--- src/rtl/led_pkg.sv ---
// led_pkg: shared definitions for LED / status output blocks.
//   led_state_t       - flash state encoding (IDLE, ON, GAP)
//   LED_*_DEF         - default parameter values for 100 MHz boards
//   cnt_width()       - counter width needed to count 0 .. max_val-1 (minimum 1)
package led_pkg;

   typedef enum logic [1:0] {
      IDLE = 2'b00,
      ON   = 2'b01,
      GAP  = 2'b10
   } led_state_t;

   localparam int unsigned LED_HOLD_CYCLES_DEF = 32'd10_000_000;
   localparam int unsigned LED_GAP_CYCLES_DEF  = 32'd5_000_000;
   localparam int unsigned LED_PEND_W_DEF      = 32'd3;

   function automatic int unsigned cnt_width(input int unsigned max_val);
      if (max_val > 32'd1) begin
         return $clog2(max_val);
      end else begin
         return 32'd1;
      end
   endfunction

endpackage

--- src/rtl/led_pulse_stretcher_stretch_timer.sv ---
// stretch_timer: cycle counter that runs while clear is low.
//   clk, reset_n - clock, asynchronous active-low reset
//   clear        - holds the count at zero
//   done         - high while count == MAX-1; the count stops there (no wrap)
module stretch_timer
   import led_pkg::*;
#(
   parameter int unsigned MAX = 32'd1
) (
   input  logic clk,
   input  logic reset_n,
   input  logic clear,
   output logic done
);

   localparam int unsigned     W    = cnt_width(MAX);
   localparam logic [W-1:0]    LAST = W'(MAX - 32'd1);

   logic [W-1:0] count_r;

   // Count up from zero, holding at the terminal value until cleared.
   always_ff @(posedge clk or negedge reset_n) begin
      if (!reset_n) begin
         count_r <= '0;
      end else if (clear) begin
         count_r <= '0;
      end else if (count_r != LAST) begin
         count_r <= count_r + W'(1);
      end else begin
         count_r <= count_r;
      end
   end

   assign done = (count_r == LAST);

endmodule

--- src/rtl/led_pulse_stretcher.sv ---
// led_pulse_stretcher: turns short event pulses into visible LED flashes.
// Each rising edge of trigger yields one ON period of HOLD_CYCLES followed by
// an OFF gap of GAP_CYCLES; events arriving mid-flash are queued (saturating,
// up to 2^PEND_W-1) and replayed as separate flashes.
//   clk, reset_n - clock, asynchronous active-low reset
//   trigger      - event input, one event per rising edge
//   led          - stretched flash output (registered)
//   busy         - flash in progress or events queued (registered)
//   dropped      - one-cycle pulse when a queued event is lost (registered)
module led_pulse_stretcher
   import led_pkg::*;
#(
   parameter int unsigned HOLD_CYCLES = LED_HOLD_CYCLES_DEF,
   parameter int unsigned GAP_CYCLES  = LED_GAP_CYCLES_DEF,
   parameter int unsigned PEND_W      = LED_PEND_W_DEF
) (
   input  logic clk,
   input  logic reset_n,
   input  logic trigger,
   output logic led,
   output logic busy,
   output logic dropped
);

   localparam logic [PEND_W-1:0] PEND_MAX = '1;

   led_state_t        state_r;
   led_state_t        state_nxt_s;
   logic [PEND_W-1:0] pending_r;
   logic [PEND_W-1:0] pending_nxt_s;
   logic              trigger_d_r;
   logic              ev_s;
   logic              drop_s;
   logic              hold_done_s;
   logic              gap_done_s;
   logic              led_r;
   logic              busy_r;
   logic              dropped_r;

   assign ev_s = trigger & ~trigger_d_r;

   // Each timer only runs inside its own state, so it restarts from zero on entry.
   stretch_timer #(.MAX(HOLD_CYCLES)) u_hold_timer (
      .clk     (clk),
      .reset_n (reset_n),
      .clear   (state_r != ON),
      .done    (hold_done_s)
   );

   stretch_timer #(.MAX(GAP_CYCLES)) u_gap_timer (
      .clk     (clk),
      .reset_n (reset_n),
      .clear   (state_r != GAP),
      .done    (gap_done_s)
   );

   // Next-state, pending-queue and drop decision.
   always_comb begin
      state_nxt_s   = state_r;
      pending_nxt_s = pending_r;
      drop_s        = 1'b0;
      case (state_r)
         IDLE: begin
            if (ev_s) begin
               state_nxt_s = ON;
            end else begin
               state_nxt_s = IDLE;
            end
         end
         ON, GAP: begin
            // An event on the last GAP cycle is consumed directly rather than
            // queued, so it is never dropped even when the queue is full.
            if ((state_r == GAP) && gap_done_s) begin
               if (ev_s) begin
                  state_nxt_s = ON;
               end else if (pending_r != '0) begin
                  state_nxt_s   = ON;
                  pending_nxt_s = pending_r - PEND_W'(1);
               end else begin
                  state_nxt_s = IDLE;
               end
            end else begin
               if (ev_s && (pending_r == PEND_MAX)) begin
                  drop_s = 1'b1;
               end else if (ev_s) begin
                  pending_nxt_s = pending_r + PEND_W'(1);
               end else begin
                  pending_nxt_s = pending_r;
               end
               if ((state_r == ON) && hold_done_s) begin
                  state_nxt_s = GAP;
               end else begin
                  state_nxt_s = state_r;
               end
            end
         end
         default: begin
            state_nxt_s   = IDLE;
            pending_nxt_s = '0;
         end
      endcase
   end

   // State and outputs; led/busy come from next-state values so they line up.
   always_ff @(posedge clk or negedge reset_n) begin
      if (!reset_n) begin
         state_r     <= IDLE;
         pending_r   <= '0;
         trigger_d_r <= 1'b0;
         led_r       <= 1'b0;
         busy_r      <= 1'b0;
         dropped_r   <= 1'b0;
      end else begin
         state_r     <= state_nxt_s;
         pending_r   <= pending_nxt_s;
         trigger_d_r <= trigger;
         led_r       <= (state_nxt_s == ON);
         busy_r      <= (state_nxt_s != IDLE) || (pending_nxt_s != '0);
         dropped_r   <= drop_s;
      end
   end

   assign led     = led_r;
   assign busy    = busy_r;
   assign dropped = dropped_r;

endmodule

--- config.mk ---
export PLATFORM = sky130hd
export DESIGN_NAME = led_pulse_stretcher
export DESIGN_NICKNAME = d
export VERILOG_FILES = /design/src/rtl/led_pkg.sv /design/src/rtl/led_pulse_stretcher_stretch_timer.sv /design/src/rtl/led_pulse_stretcher.sv
export SDC_FILE = /design/constraint.sdc
export NUM_CORES = 1
export LEC_CHECK = 0
export ABC_AREA = 1
export ABC_CLOCK_PERIOD_IN_PS = 3400
export CORE_MARGIN = 2
export CORE_UTILIZATION = 31
export DETAILED_ROUTE_END_ITERATION = 8
export HOLD_SLACK_MARGIN = 0.06
export PLACE_DENSITY = 0.5
export SLEW_MARGIN = 25
export SYNTH_ARGS = -nofsm -noshare
export SYNTH_HDL_FRONTEND = slang
export SYNTH_SLANG_ARGS = --single-unit
--- constraint.sdc ---
create_clock -name clk -period 3.4 [get_ports clk]
set_input_delay 0.68 -clock clk [delete_from_list [all_inputs] [get_ports clk]]
set_output_delay 0.68 -clock clk [all_outputs]
set_load 0.03 [all_outputs]
==> impl_metrics.env <==
export IMPL_status="finished clean"
export IMPL_areaGrowthSynthToFinish_pct=8.98
export IMPL_wl_per_cell_um=12.9
export IMPL_grtUsageMet2_pct=22.4
export IMPL_maxSlewHeadroom_pct=55.4
export IMPL_cp_top_family="simple AND/OR/NAND/NOR gates"
export IMPL_final_common_cell="nand2_1"
export IMPL_wl_um=7510
export IMPL_fp_coreArea_mm2=0.0104
export IMPL_grt_use_total_pct=14.1
export IMPL_gr_total_overflow=0
export IMPL_fin_util_pct=35.0
export IMPL_die_area_mm2=0.0116
export IMPL_setup_viol=0
export IMPL_slew_viol_final=0
export IMPL_min_period_ns=2.08
export IMPL_syn_nets=449
export IMPL_ant_nets=0
export IMPL_dp_hpwl_um=5620
export IMPL_p_leak_uw=0.00148
export IMPL_fin_nets=458
export IMPL_cts_buffers_inserted=5
export IMPL_crit_chain="clkdlybuf4s50_1 -> nand2_1 -> or2_0 -> xor2_1 -> nand2_1 -> nand3_1 -> nand2_1 -> nand2_1 -> nand2_1 -> nor2_1 -> nand2_1"
export IMPL_yosysUniqueCellTypes=37
export IMPL_grt_pass1_vias=2784
export IMPL_synth_area_mux_share_pct=0
export IMPL_power_density_mw_per_mm2=373
export IMPL_post_route_period_util_pct=61.1
export IMPL_grt_first_pass_wirelength_um=13100
export IMPL_crit_top_cell="nand2_1"
export IMPL_fp_dieH_um=108
export IMPL_dieWidth_um=108
export IMPL_grt_util_met1_pct=19.7
export IMPL_synthAdderAreaFrac_pct=3.76
export IMPL_critPathArrivalTime_ns=2.29
export IMPL_cp_slowest_stage_delay_ns=0.49
export IMPL_synth_compound_area_share_pct=10.4
export IMPL_vias=2832
export IMPL_worst_slew_pin_slew_ns=0.669
export IMPL_clock_sinks=56
export IMPL_fmax_mhz=481
export IMPL_critPathLaunchType="primary input"
export IMPL_fin_total_pwr_uw=1350
export IMPL_via_per_inst=4.87
export IMPL_placementRows=37
export IMPL_io_pins=6
export IMPL_cts_max_level=2
export IMPL_cts_hold_fix_buffers=0
export IMPL_antenna_found_initial=0
export IMPL_synth_area_mm2=0.00333
export IMPL_cp_max_fo=7
export IMPL_postCtsSetupBuffers=0
export IMPL_worstSetupPathType="primary input to flop"
export IMPL_clockBufferDepth=2
export IMPL_grt_setup_unrepaired="false"
export IMPL_fin_setup_tns_ns=0
export IMPL_initial_utilization_pct=32.1
export IMPL_place_gp_congestion=0.866
export IMPL_drt_iter0_drc=149
export IMPL_ctsResizeCount=0
export IMPL_hold_viol=0
export IMPL_end_kind="flop"
export IMPL_hold_class="primary input to async pin"
export IMPL_fin_skew_ns=0.0121
export IMPL_synth_simple_area_share_pct=32.7
export IMPL_path_buf_inv=1
export IMPL_maxCapViolCount=0
export IMPL_path_clk_slew_ns=0.11
export IMPL_final_cell_mix="nand2_1 (85), inv_1 (64), dfrtp_1 (56), nor2_1 (50), o21ai_0 (27)"
export IMPL_grt_max_degree=45
export IMPL_diodes=0
export IMPL_portBuffers=5
export IMPL_synth_seq_cells=56
export IMPL_avgSynthCellArea_um2=7.63
export IMPL_firstDrtPassIters=4
export IMPL_ir_drop_uv=235
export IMPL_required_ns=3.61
export IMPL_cts_tree="yes"
export IMPL_critical_path_slowest_cell="clkdlybuf4s50_1"
export IMPL_syn_inst=436
export IMPL_gr_usage_met3_pct=2.66
export IMPL_clock_latency_ns=0.33
export IMPL_synth_xor_area_share_pct=2.89
export IMPL_n_fill_cell=1125
export IMPL_drc=0
export IMPL_yosys_warnings=0
export IMPL_synth_top_family_by_area="simple AND/OR/NAND/NOR gates"
export IMPL_drive_above_1_share_pct=8.07
export IMPL_top_usage_layer="met2"
export IMPL_ys_seq_area_share_pct=42.1
export IMPL_cts_root_buf="clkbuf_8"
-- worst reg2reg max path: stages, from the launching register on --
cell and delay [ns]:
dfrtp_1 0.43, inv_1 0.10, ha_1 0.59, nand3_2 0.23, nand2_1 0.11, nand2_1 0.05
nand2_1 0.05, nand2_1 0.06, nand2_2 0.09, nand2_1 0.06, inv_1 0.05, nand2_1 0.05
-- routing by layer --
layer / wire length, um / share of wire (%) / up-vias
li1: - / - / 1458
met1: 3800 / 51 / 1330
met2: 3410 / 45 / 38
met3: 228 / 3.0 / 6
met4: 79 / 1.1 / 0
met5: 0 / 0 / -
-- area by class of cell --
class / count / area, um2 / area share, %
Timing Repair Buffer: 7 / 62.6 / 1.72
Clock buffer: 7 / 86.3 / 2.38
Sequential cell: 56 / 1400 / 38.6
Inverter: 65 / 244 / 6.73
Clock inverter: 1 / 7.51 / 0.207
Tap cell: 136 / 170 / 4.69
Multi-Input combinational cell: 310 / 1660 / 45.6
-- cell usage after synthesis, drive strengths merged --
cell      n  share of area (%)
o21a      1               0.23
dfrtp    56                 42
nand2    91                 11
nand3    28                5.0
o221a     1               0.34
nand4    19                3.6
xnor2     4                1.1
a21oi    21                3.3
and2      1               0.19
a2bb2oi   1               0.26
nand3b    3               0.68
o311ai    1               0.26
o21ai    29                4.4
a41oi     1               0.26
ha       10                3.8
a22oi     1               0.23
nor2     58                7.6
inv      65                7.3
a31oi     5               0.94
clkbuf    3               0.34
nor3b     1               0.23
nor3     16                2.9
buf       2               0.49
or2       2               0.38
nor4      8                1.5
xor2      7                1.8
o41ai     1               0.26
-- sequential cells by signal (all words and copies together), names as in the netlist --
| name | count |
|---|---|
| busy | 1 |
| dropped | 1 |
| led | 1 |
| pending_r | 3 |
| state_r | 2 |
| trigger_d_r | 1 |
| u_gap_timer.count_r | 23 |
| u_hold_timer.count_r | 24 |
-- worst paths after layout --
kind,startpoint,to,slack [ns],cells past startpoint
max in group asynchronous,reset_n,u_gap_timer.count_r[0],2.44,2
min,reset_n,u_gap_timer.count_r[16],0.34,1
max,trigger,busy,1.32,11
min reg2reg,u_hold_timer.count_r[5],u_hold_timer.count_r[5],0.53,1
min in group clk,u_hold_timer.count_r[5],u_hold_timer.count_r[5],0.53,1
max reg2reg,state_r[1],busy,1.45,11
-- report_power, final --
group | total, uW | internal (uW) | leakage, uW | switching, uW
clock network | 393 | 166 | 0.0000445 | 226
registers | 717 | 692 | 0.000770 | 24.7
logic | 245 | 92.2 | 0.000667 | 152
total | 1350 | 950 | 0.00148 | 403
-- cell families after synthesis --
| family | count (synthesis) |
|---|---|
| flip-flops | 56 |
| XOR/XNOR | 11 |
| buffers and inverters | 70 |
| AO/OA/AOI/OAI | 62 |
| adder cells (fa/ha/maj) | 10 |
| AND/OR/NAND/NOR | 227 |
-- through the flow --
stage          instances  instance area (um2)  hold slack, ns  setup slack [ns]
2_1_floorplan        436                 3330           0.384              1.66
3_3_place_gp         574                 3530           0.506              1.08
3_5_place_dp         574                 3530           0.508             0.986
4_1_cts              582                 3620           0.525              1.32
5_1_grt              582                 3630           0.401              1.14
6_report             582                 3630           0.337              1.32
(Power assumes the default switching activity.)
